[src/rtl/sa_skew_feeder_if.sv]
// ============================================================================
//  sa_skew_feeder_if
//  Activation-beat handshake into the skew feeder and skewed bus out to the
//  array's input_left, with tile status.
//  Revision: 1.0 - initial release
// ============================================================================
`default_nettype none

interface sa_skew_feeder_if #(
  parameter int DIMENSION = 4,
  parameter int BIT_W     = 8
);
  logic [DIMENSION-1:0][BIT_W-1:0] in_data;
  logic                            in_valid;
  logic                            in_last;
  logic                            in_ready;
  logic [DIMENSION-1:0][BIT_W-1:0] out_left;
  logic                            busy;
  logic                            done;

  modport master (
    output in_data, in_valid, in_last,
    input  in_ready, out_left, busy, done
  );

  modport slave (
    input  in_data, in_valid, in_last,
    output in_ready, out_left, busy, done
  );
endinterface

`default_nettype wire

[src/rtl/sa_skew_feeder.sv]
// ============================================================================
//  sa_skew_feeder
//  Delays lane i by i cycles so activation vectors enter the systolic array as
//  a diagonal wavefront; drains with zeros after the last beat and pulses done.
//  Optional global freeze input enabled by defining SA_FEED_STALL_EN.
//  Revision: 1.0 - initial release
// ============================================================================
`default_nettype none

module sa_skew_feeder #(
  parameter int DIMENSION = 4,
  parameter int BIT_W     = 8
) (
  input  wire logic       clk,
  input  wire logic       rstn,
`ifdef SA_FEED_STALL_EN
  input  wire logic       stall,
`endif
  sa_skew_feeder_if.slave bus
);

  localparam int c_cnt_w = $clog2(DIMENSION);
  localparam logic [c_cnt_w-1:0] c_cnt_init = c_cnt_w'(DIMENSION - 1);
  localparam logic [c_cnt_w-1:0] c_cnt_last = c_cnt_w'(1);

  typedef enum logic [1:0] {
    ST_IDLE   = 2'd0,
    ST_STREAM = 2'd1,
    ST_FLUSH  = 2'd2
  } state_t;

  state_t               r_state;
  state_t               w_state_nxt;
  logic [c_cnt_w-1:0]   r_flush_cnt;
  logic [c_cnt_w-1:0]   w_flush_cnt_nxt;
  logic                 r_done;
  logic                 w_done_nxt;
  logic                 w_stall;
  logic                 w_in_ready;
  logic                 w_accept;

`ifdef SA_FEED_STALL_EN
  assign w_stall = stall;
`else
  assign w_stall = 1'b0;
`endif

  assign w_in_ready   = (r_state != ST_FLUSH) && !w_stall;
  assign w_accept     = bus.in_valid && w_in_ready;
  assign bus.in_ready = w_in_ready;
  assign bus.busy     = (r_state != ST_IDLE);
  assign bus.done     = r_done;

  // Lane i is i+1 registers deep; non-accept cycles shift in zero bubbles.
  for (genvar gi = 0; gi < DIMENSION; gi++) begin : g_lane
    logic [BIT_W-1:0] r_stage [0:gi];

    always_ff @(posedge clk or negedge rstn) begin
      if (!rstn) begin
        for (int k = 0; k <= gi; k++) begin
          r_stage[k] <= '0;
        end
      end else if (!w_stall) begin
        r_stage[0] <= w_accept ? bus.in_data[gi] : '0;
        for (int k = 1; k <= gi; k++) begin
          r_stage[k] <= r_stage[k-1];
        end
      end
    end

    assign bus.out_left[gi] = r_stage[gi];
  end

  always_ff @(posedge clk or negedge rstn) begin
    if (!rstn) begin
      r_state     <= ST_IDLE;
      r_flush_cnt <= '0;
      r_done      <= 1'b0;
    end else if (!w_stall) begin
      r_state     <= w_state_nxt;
      r_flush_cnt <= w_flush_cnt_nxt;
      r_done      <= w_done_nxt;
    end
  end

  always_comb begin
    w_state_nxt     = r_state;
    w_flush_cnt_nxt = r_flush_cnt;
    w_done_nxt      = 1'b0;
    case (r_state)
      ST_IDLE, ST_STREAM: begin
        if (w_accept) begin
          if (bus.in_last) begin
            w_state_nxt     = ST_FLUSH;
            w_flush_cnt_nxt = c_cnt_init;
          end else begin
            w_state_nxt     = ST_STREAM;
          end
        end
      end
      ST_FLUSH: begin
        // done lands in the cycle the final element exits the deepest lane.
        if (r_flush_cnt == c_cnt_last) begin
          w_state_nxt     = ST_IDLE;
          w_flush_cnt_nxt = '0;
          w_done_nxt      = 1'b1;
        end else begin
          w_flush_cnt_nxt = r_flush_cnt - 1'b1;
        end
      end
      default: begin
        w_state_nxt     = ST_IDLE;
        w_flush_cnt_nxt = '0;
      end
    endcase
  end

endmodule

`default_nettype wire

[src/flat_wrapper.sv]
// flat-port wrapper written by rule: the top's interface ports become plain ports
module sa_skew_feeder_flat 
#(
  parameter int DIMENSION = 4,
  parameter int BIT_W     = 8
)
  (clk, rstn, bus_in_data, bus_in_valid, bus_in_last, bus_in_ready, bus_out_left, bus_busy, bus_done);
  sa_skew_feeder_if #(.DIMENSION(DIMENSION), .BIT_W(BIT_W)) bus_i ();
  input  wire logic clk;
  input  wire logic rstn;
  input wire logic [$bits(bus_i.in_data)-1:0] bus_in_data;
  input wire logic [$bits(bus_i.in_valid)-1:0] bus_in_valid;
  input wire logic [$bits(bus_i.in_last)-1:0] bus_in_last;
  output wire logic [$bits(bus_i.in_ready)-1:0] bus_in_ready;
  output wire logic [$bits(bus_i.out_left)-1:0] bus_out_left;
  output wire logic [$bits(bus_i.busy)-1:0] bus_busy;
  output wire logic [$bits(bus_i.done)-1:0] bus_done;
  assign bus_i.in_data = bus_in_data;
  assign bus_i.in_valid = bus_in_valid;
  assign bus_i.in_last = bus_in_last;
  assign bus_in_ready = bus_i.in_ready;
  assign bus_out_left = bus_i.out_left;
  assign bus_busy = bus_i.busy;
  assign bus_done = bus_i.done;
  sa_skew_feeder #(.DIMENSION(DIMENSION), .BIT_W(BIT_W)) u_core (.clk(clk), .rstn(rstn), .bus(bus_i));
endmodule
[config.mk]
export PLATFORM = sky130hd
export DESIGN_NAME = sa_skew_feeder_flat
export DESIGN_NICKNAME = d
export VERILOG_FILES = /design/src/rtl/sa_skew_feeder_if.sv /design/src/rtl/sa_skew_feeder.sv /design/src/flat_wrapper.sv
export SDC_FILE = /design/constraint.sdc
export NUM_CORES = 1
export LEC_CHECK = 0
export CORE_ASPECT_RATIO = 0.6
export CORE_MARGIN = 2
export CORE_UTILIZATION = 43
export CTS_CLUSTER_SIZE = 28
export DETAILED_ROUTE_END_ITERATION = 10
export GPL_ROUTABILITY_DRIVEN = 1
export PLACE_DENSITY = 0.75
export SETUP_SLACK_MARGIN = 0.5
export SLEW_MARGIN = 20
export SYNTH_ARGS = -nofsm -noshare
export SYNTH_HDL_FRONTEND = slang
export SYNTH_SLANG_ARGS = --single-unit
[constraint.sdc]
create_clock -name clk -period 1.15 [get_ports clk]
set_input_delay 0.115 -clock clk [delete_from_list [all_inputs] [get_ports clk]]
set_output_delay 0.115 -clock clk [all_outputs]
set_load 0.02 [all_outputs]
After elaboration in Yosys (flattened, before gate mapping)
Index checks and enable logic that the tools add are counted.

Register bits: 85. Bits in latches: 0. RAM bits: 0. ROM bits: 0. Input port bits: 36. Output and inout bits: 35. Word-level logic and storage cells: 41. Memories: 0.

Add/sub/neg operators: 1. Multipliers: 0. Divide/modulo/power cells: 0. $lt $le $gt $ge: 0. Eq/ne operators: 7. Shift-type cells: 0. Mux-type cells: 14. Bitwise operators: 0. Reductions and logical operators: 6.

Operators by type and width (count): $mux W8 (4); $mux W2 (6); $pmux W2 S2 (2); $eq A2 B1 Y1 const B (2); $ne A2 B1 Y1 const B (2); $ne A2 B2 Y1 const B (2); $reduce_and A2 Y1 (2); $eq A2 B2 Y1 const B (1); $logic_not A2 Y1 (1); $mux W1 (2); $reduce_bool A2 Y1 (1); $reduce_or A2 Y1 (1); $sub A2 B1 Y2 const B (1); $logic_and A1 B1 Y1 (1).

Longest topological paths before layout
Gate-level depths: netlist of the first run.

Depth after elaboration: 4. Gate-level depth with buffers: 4. Gate-level depth less buffers: 4.

Worst setup path before layout of the first run
Ideal clock, no wire load.

Path type: reg2reg. Start point: reg u_core.r_flush_cnt[0]. End point: reg u_core.r_flush_cnt[0]. Setup time: 0.077 ns. Data arrival time: 1.026 ns. Required time: 1.073 ns. Setup slack: 0.046 ns. Cell stages (with the launch flop): 4. Buffers on the path: 0. Clock period less this slack: 1.104 ns. Cells stage by stage: dfrtp_1 > ha_1 > or3_1 > a21oi_1.

Word-level cells in the longest chain between the ends: 3. Elaborated cells on any way between the ends: 4. Classes of those cells: add/sub (1); eq/ne (1); mux (2).

RTL lines: start: declaration (RTL line sa_skew_feeder.sv:34) `logic [c_cnt_w-1:0] r_flush_cnt;`; start signal: assignment (RTL line sa_skew_feeder.sv:81) `r_flush_cnt <= w_flush_cnt_nxt;`; $sub A2 B1 Y2 or $eq A2 B1 Y1 (tied branches) (RTL line sa_skew_feeder.sv:108, sa_skew_feeder.sv:103); $mux W2 * (RTL line sa_skew_feeder.sv:103) `if (r_flush_cnt == c_cnt_last) begin`; $pmux W2 S2 * (RTL line sa_skew_feeder.sv:90) `case (r_state)`.

Mark *: on every way between the ends. The rest lies on a longest branch, timed or not. A chain may end at the register's enable or synchronous reset.

Worst setup path after layout of the first run
Start point: reg u_core.r_state[1]. End point: out bus_in_ready.

Word-level cells in the longest chain between the ends: 1.

RTL lines: start: declaration (RTL line sa_skew_feeder.sv:32) `state_t r_state;`; start signal: assignment (RTL line sa_skew_feeder.sv:80) `r_state <= w_state_nxt;`; $ne A2 B2 Y1 (RTL line sa_skew_feeder.sv:48) `assign w_in_ready = (r_state != ST_FLUSH) && !w_stall;`; end: declaration (RTL line flat_wrapper.sv:14) `output wire logic [$bits(bus_i.in_ready)-1:0] bus_in_ready;`.

No other way between the ends.

==> results of run 1 <==
worst max-delay path: cells and delay by family, from the launching register on:
kind | cells | cell delay (ns)
flip-flops | 1 | 0.42
AND/OR/NAND/NOR | 1 | 0.15
buffers and inverters | 3 | 0.29
flip-flops by register name (all words and copies together), names as in the netlist:
signal / flops
u_core.g_lane.r_stage: 56
u_core.bus.done: 1
u_core.r_state: 2
u_core.bus.out_left: 24
u_core.r_flush_cnt: 2
cell usage in the layout, fill, tap and decap left out, types with 2 or more instances in the layout:
cell type	n
and3b_1	32
buf_12	2
buf_4	10
buf_6	35
clkbuf_8	9
clkdlybuf4s50_1	34
clkinv_2	3
dfrtp_1	85
cells in the mapped netlist:
cell type	instances
clkbuf_1	3
buf_6	3
nor2_1	1
buf_4	24
inv_1	1
o21ai_1	1
and2_1	1
or2_1	1
a21oi_1	2
and2b_4	1
or3b_1	1
ha_1	1
o2bb2ai_1	1
nand2_1	1
dfrtp_1	85
inv_2	1
buf_2	1
or3_1	1
a211oi_1	2
and3b_1	32
area by class of cell:
| cell class | instances | area (µm²) |
|---|---|---|
| Clock buffer | 9 | 124 |
| Clock inverter | 5 | 53.8 |
| Fill cell | 481 | 2470 |
| Inverter | 2 | 7.51 |
| Multi-Input combinational cell | 46 | 392 |
| Sequential cell | 85 | 2130 |
| Tap cell | 84 | 105 |
| Timing Repair Buffer | 82 | 855 |
cells by family (layout without fill, tap and decap cells):
| family | count (synthesis) | after routing | share of synthesized area, % |
|---|---|---|---|
| adder cells (fa/ha/maj) | 1 | 1 | 0.456 |
| flip-flops | 85 | 85 | 77.6 |
| AND/OR/NAND/NOR | 39 | 39 | 11.9 |
| buffers and inverters | 33 | 98 | 8.67 |
| AO/OA/AOI/OAI | 6 | 6 | 1.41 |
power by group through the flow:
stage                     combinational (mW)  clock, mW  sequential (mW)
after floorplan                        0.796          0             3.62
after detailed placement                1.31          0             3.60
after global routing                    1.59       2.16             3.60
after CTS                               1.46       1.99             3.56
final                                   1.47       1.89             3.56
after global placement                  1.27          0             3.58
layer usage:
metal,GRT usage (%),vias up,wire [µm]
met2,20.1,55,1890
met1,14.9,669,1680
met5,0,-,0
met3,9.46,8,511
li1,-,629,-
met4,5.84,0,57
path summary, 6_finish.rpt:
| check | end | depth (start not counted) |
|---|---|---|
| setup / recovery | bus_in_ready | 4 |
| min in group clk | u_core.g_lane[3].r_stage[14]$_DFF_PN0_ | 0 |
| max in group asynchronous | u_core.bus.out_left[9]$_DFF_PN0_ | 2 |
| hold / removal | u_core.bus.out_left[18]$_DFF_PN0_ | 2 |
| setup reg to reg | u_core.g_lane[1].r_stage[12]$_DFF_PN0_ | 4 |
| hold reg to reg | u_core.g_lane[3].r_stage[14]$_DFF_PN0_ | 0 |
through the flow:
stage                     hold WS (ns)  cell area [µm²]  setup slack, ns  power, mW
after floorplan                 -0.181             2770           0.0886       4.41
after detailed placement         0.177             3380           -0.198       4.91
final                           -0.205             3660           -0.172       6.92
after global routing            -0.199             3660           -0.224       7.35
after global placement           0.171             3380           -0.176       4.85
after CTS                       -0.202             3660           -0.181       7.00
what timing repair did:
item	4_1_cts	5_1_grt
gates cloned	0	0
gates resized for setup	209	2
endpoints found under the hold margin	85	85
setup buffers	6	0
pin swaps	3	2
setup endpoints to repair	72	72
==> results.sh, run 1 <==
export IMPL_grt_pass1_vias=1367
export IMPL_maxCapViolations=0
export IMPL_dp_cells=293
export IMPL_fp_dieH_um=65.9
export IMPL_final_setup_worst_slack_ns=-0.172
export IMPL_synth_cells=164
export IMPL_r2r_start="u_core.r_state[1]$_DFFE_PN0P_"
export IMPL_nNetsFinal=263
export IMPL_clock_latency_ns=0.34
export IMPL_cp_start_kind="flip-flop"
export IMPL_area_growth_pct=33.6
export IMPL_finalNonFillerCells=313
export IMPL_clock_sinks=85
export IMPL_via_count=1361
export IMPL_detail_route_antenna_nets=0
export IMPL_drt_iter0_drc=23
export IMPL_dp_hpwl_mm=2.59
export IMPL_netlist_top_cell_by_area="dfrtp_1"
export IMPL_tns_ns=-4.55
export IMPL_ys_types=20
export IMPL_crit_chain="buf_4 > and2b_4 > inv_2 > buf_6"
export IMPL_tightest_slew_ns=0.420
export IMPL_p_leak_nw=1.86
export IMPL_syn_avg_cell_area_um2=16.7
export IMPL_crit_path_max_incr_delay_ns=0.42
export IMPL_intPower_mw=5.17
export IMPL_io_buffers=70
export IMPL_grt_pass1_wl_mm=6.76
export IMPL_cts_buffers=9
export IMPL_crit_type="flip-flop to output pin"
export IMPL_initial_core_util_pct=44.7
export IMPL_track_usage_pct=13.5
export IMPL_yosys_warnings=0
export IMPL_io_pins=71
export IMPL_grt_max_degree=86
export IMPL_ys_ff_latch=85
export IMPL_finalHoldViolCount=85
export IMPL_p_comb_share_pct=21.2
export IMPL_pwr_share_seq_pct=51.5
export IMPL_crit_path_end_kind="output pin"
export IMPL_post_route_period_util_pct=115
export IMPL_clock_path_buffers=2
export IMPL_r2r_slack_ns=-0.14
export IMPL_postSynthNetCount=201
export IMPL_timing_slew_headroom_pct=72.0
export IMPL_outcome="complete, but fails checks"
export IMPL_violations="negative hold slack, negative setup slack"
export IMPL_cts_tree="done"
export IMPL_yosysSeqAreaShare_pct=77.6
export IMPL_powerDensity_nw_per_um2=1890
export IMPL_p_switching_mw=1.75
export IMPL_gp_congestion=0.633
export IMPL_antenna_cells=0
export IMPL_cts_clk_slew_worst_paths_ns=0.07
export IMPL_synth_area_leaders="dfrtp_1 78%, and3b_1 10%, buf_4 6.6%"
export IMPL_swShare_pct=25.2
export IMPL_pwr_share_clk_pct=27.4
export IMPL_totalWireLength_mm=4.13
export IMPL_path_max_fanout=4
export IMPL_root_buffer="clkbuf_8"
export IMPL_drcViolationCount=0
export IMPL_worstPathRequired_ns=1.03
export IMPL_min_period_ns=1.32
export IMPL_firstDrtPassIters=4
export IMPL_antenna_found_initial=0
export IMPL_crit_start="u_core.r_state[1]$_DFFE_PN0P_"
export IMPL_peakVddDrop_v=0.00136
export IMPL_final_util_pct=59.7
export IMPL_cp_slowest_cell="dfrtp_1"
export IMPL_drive_gt1_share_pct=29.7
export IMPL_fmax_ghz=0.756
export IMPL_htreeDepth=3
export IMPL_wl_per_cell_um=13.2
export IMPL_crit_arrival_ns=1.21
export IMPL_finalMaxSlewViolations=0
export IMPL_via_per_inst=4.35
export IMPL_placementRows=22
export IMPL_clock_skew_ns=0.00541
export IMPL_die_x_um=107
export IMPL_synth_top_area_share_pct=77.6
export IMPL_hold_worst_slack_ns=-0.205
export IMPL_synth_area_um2=2740
export IMPL_grt_overflow_total=0
export IMPL_hold_path_class="input port to asynchronous set/reset pin"
export IMPL_core_area_um2=6140
export IMPL_finalSetupViolations=37
export IMPL_rsz0062_at_grt="yes"
export IMPL_dieArea_um2=7050
(Power assumes the default switching activity.)
==> inputs of run 2 (changes only) <==
--- a/config.mk
+++ b/config.mk
@@ -10,7 +10,6 @@
 export CORE_UTILIZATION = 43
 export CTS_CLUSTER_SIZE = 28
 export DETAILED_ROUTE_END_ITERATION = 10
-export GPL_ROUTABILITY_DRIVEN = 1
 export PLACE_DENSITY = 0.75
 export SETUP_SLACK_MARGIN = 0.5
 export SLEW_MARGIN = 20
==> results of run 2 <==
Same layout as run 1: the final DEF is identical, and so are final timing and power.
==> inputs of run 3 (changes only) <==
--- a/config.mk
+++ b/config.mk
@@ -5,6 +5,7 @@
 export SDC_FILE = /design/constraint.sdc
 export NUM_CORES = 1
 export LEC_CHECK = 0
+export ABC_AREA = 1
 export CORE_ASPECT_RATIO = 0.6
 export CORE_MARGIN = 2
 export CORE_UTILIZATION = 43
==> run 3 against run 2 <==
Effect of this change:
- the flow finishes with violations (negative hold slack)
- hold slack improved by 0.0043 ns
- synthesized cell count increased by 23%
- synthesized area is essentially flat
- count of clock-buffer cells in the layout up 1
- fmax is 15% higher
- register-to-register slack better by 0.16 ns
- sequential share of layout area decreased by 4.8 points
- critical path type unchanged
- critical endpoint is now bus_busy
- highest routed layer unchanged
==> results.sh, run 3 <==
export IMPL_final_common_cell="dfrtp_1"
export IMPL_synth_area_mux_share_pct=0
export IMPL_pwr_share_clk_pct=22.8
export IMPL_grt_pass1_vias=1445
export IMPL_dp_cells=335
export IMPL_synth_area_um2=2740
export IMPL_cts_buffers=9
export IMPL_yosys_cell_count_top_type="dfrtp_1"
export IMPL_peakVddDrop_v=0.00147
export IMPL_fmax_ghz=0.871
export IMPL_post_dp_cell_area_um2=3410
export IMPL_grt_pass1_wl_mm=6.70
export IMPL_yosys_warnings=0
export IMPL_grt_overflow_total=0
export IMPL_dp_hpwl_mm=2.51
export IMPL_hold_path_class="input port to asynchronous set/reset pin"
export IMPL_synth_top_family_by_area="buffers and inverters"
export IMPL_finalMaxSlewViolations=0
export IMPL_netlist_top_cells_count="85 x dfrtp_1, 38 x inv_1, 26 x nor2_1, 24 x buf_4, 10 x nor2_2"
export IMPL_timing_slew_headroom_pct=72.2
export IMPL_ys_flop_type="dfrtp_1"
export IMPL_syn_avg_cell_area_um2=13.6
export IMPL_cts_tree="done"
export IMPL_p_comb_share_pct=31.1
export IMPL_maxCapViolations=0
export IMPL_placementRows=22
export IMPL_crit_chain="inv_2 > nand2_2 > buf_6"
export IMPL_cp_slowest_cell="dfrtp_2"
export IMPL_p_leak_nw=2.01
export IMPL_crit_arrival_ns=1.03
export IMPL_io_buffers=70
export IMPL_root_buffer="clkbuf_8"
export IMPL_drt_iter0_drc=70
export IMPL_crit_path_end_kind="output pin"
export IMPL_antenna_found_initial=0
export IMPL_via_per_inst=4.06
export IMPL_final_setup_worst_slack_ns=0.00202
export IMPL_core_area_um2=6140
export IMPL_synth_top_area_share_pct=77.7
export IMPL_detail_route_antenna_nets=0
export IMPL_ys_types=14
export IMPL_clock_sinks=85
export IMPL_cp_start_kind="flip-flop"
export IMPL_synth_xor_area_share_pct=0
export IMPL_track_usage_pct=13.1
export IMPL_pre_cts_ws_ns=-0.124
export IMPL_netlist_top_cell_by_area="dfrtp_1"
export IMPL_violations="negative hold slack"
export IMPL_crit_path_max_incr_delay_ns=0.45
export IMPL_drcViolationCount=0
export IMPL_yosysSeqAreaShare_pct=77.7
export IMPL_cts_clk_slew_worst_paths_ns=0.08
export IMPL_layout_common_cells="84 x dfrtp_1, 37 x buf_6, 36 x inv_1"
export IMPL_via_count=1456
export IMPL_synth_area_leaders="dfrtp_1 78%, buf_4 6.6%, inv_1 5.2%"
export IMPL_tightest_slew_ns=0.417
export IMPL_outcome="complete, but fails checks"
export IMPL_p_total_mw=8.16
export IMPL_clock_path_buffers=2
export IMPL_postSynthNetCount=239
export IMPL_finalSetupViolations=0
export IMPL_path_max_fanout=4
export IMPL_met1_usage_pct=15.5
export IMPL_clock_latency_ns=0.34
export IMPL_drive_gt1_share_pct=39.6
export IMPL_min_period_ns=1.15
export IMPL_finalHoldViolCount=85
export IMPL_io_pins=71
export IMPL_grt_busiest_layer="met2"
export IMPL_worstPathRequired_ns=1.03
export IMPL_finalNonFillerCells=359
export IMPL_powerDensity_nw_per_um2=2040
export IMPL_area_growth_pct=46.0
export IMPL_rsz0062_at_grt="yes"
export IMPL_post_route_period_util_pct=99.8
export IMPL_async_reset_ff_share_pct=100
export IMPL_wl_per_cell_um=11.8
export IMPL_firstDrtPassIters=4
export IMPL_die_x_um=107
export IMPL_p_switching_mw=2.47
export IMPL_largest_reg_flops=56
export IMPL_synth_cells=202
export IMPL_ys_ff_latch=85
export IMPL_intPower_mw=5.69
export IMPL_grt_max_degree=86
export IMPL_design_area_um2=4000
export IMPL_grt_util_met3_pct=6.01
export IMPL_antenna_cells=0
export IMPL_initial_core_util_pct=44.6
export IMPL_fp_dieH_um=65.8
export IMPL_clock_skew_ns=0.00437
export IMPL_dieArea_um2=7050
export IMPL_pwr_share_seq_pct=46.1
export IMPL_totalWireLength_mm=4.22
export IMPL_largest_register="u_core.g_lane.r_stage"
export IMPL_synth_adder_area_share_pct=0.457
export IMPL_crit_type="flip-flop to output pin"
export IMPL_synth_edf_count=0
export IMPL_synth_compound_area_share_pct=0.457
export IMPL_swShare_pct=30.3
export IMPL_grtUsageMet2_pct=20.5
export IMPL_synthSimpleGateAreaFrac_pct=8.13
export IMPL_htreeDepth=3
export IMPL_r2r_slack_ns=0.02
export IMPL_gp_congestion=0.820
export IMPL_nNetsFinal=307
export IMPL_hold_worst_slack_ns=-0.201
[run 3: cell count changes after synthesis, sizes merged, moves of 2 or more]
cell    before  now
inv          2   39
nor2         1   36
and3b       32    0
nand2        1   10
clkbuf       3    0
a211oi       2    0
nand3        0    2
[run 3: stage by stage]
stage	TNS [ns]	hold WS (ns)	utilization [%]
5_1_grt	-0.406	-0.200	65.1
4_1_cts	-0.0419	-0.200	62.5
3_5_place_dp	-0.219	0.182	55.5
3_3_place_gp	-0.179	0.173	55.5
2_1_floorplan	0	-0.181	-
6_report	0	-0.201	65.1
[run 3: final cells by class]
type / instances / area, µm²
fill: 472 / 2140
sequential: 85 / 2130
timing repair buffer: 84 / 962
multi-input combinational: 51 / 470
inverter: 39 / 146
clock buffer: 10 / 138
tap: 84 / 105
clock inverter: 6 / 47.5
[run 3: kinds of logic after synthesis]
group                      count (synthesis)
AOI/OAI and AO/OA                          2
adders and majority gates                  1
buffers and inverters                     66
DFF                                       85
and+or+nand+nor                           48
[run 3: per-layer routing]
metal | part of all wire [%] | up-vias
li1 | - | 690
met1 | 43 | 709
met2 | 49 | 51
met3 | 6.6 | 6
met4 | 1.5 | 0
met5 | 0 | -
[run 3: worst max-delay path, delay by kind of cell (launching register included)]
| kind | cells | cell delay (ns) |
|---|---|---|
| buffers and inverters | 2 | 0.19 |
| DFF | 1 | 0.45 |
| and+or+nand+nor | 1 | 0.05 |
[run 3: final timing paths]
check,start,to,depth (start not counted)
hold reg to reg,u_core.g_lane[3].r_stage[18]$_DFF_PN0_,u_core.g_lane[3].r_stage[10]$_DFF_PN0_,0
hold / removal,rstn,u_core.bus.out_left[25]$_DFF_PN0_,2
setup reg to reg,u_core.r_state[0]$_DFFE_PN0P_,u_core.g_lane[0].r_stage[2]$_DFF_PN0_,6
max in group asynchronous,rstn,u_core.r_state[1]$_DFFE_PN0P_,2
setup / recovery,u_core.r_state[1]$_DFFE_PN0P_,bus_busy,3
min in group clk,bus_in_data[6],u_core.g_lane[0].r_stage[6]$_DFF_PN0_,3
[run 3: power by group through the flow]
stage               clock [mW]  sequential (mW)  combinational, mW
global placement             0             3.74               1.71
global route              2.09             3.81               2.74
floorplan                    0             3.80              0.999
finish                    1.86             3.76               2.54
CTS                       1.95             3.77               2.22
detailed placement           0             3.77               1.74
[run 3: repair_timing]
item,CTS,global route
cloned,1,3
setup endpoints to repair,72,72
gates resized for setup,253,21
pin swaps,5,3
endpoints found under the hold margin,85,85
buffers inserted,2,2
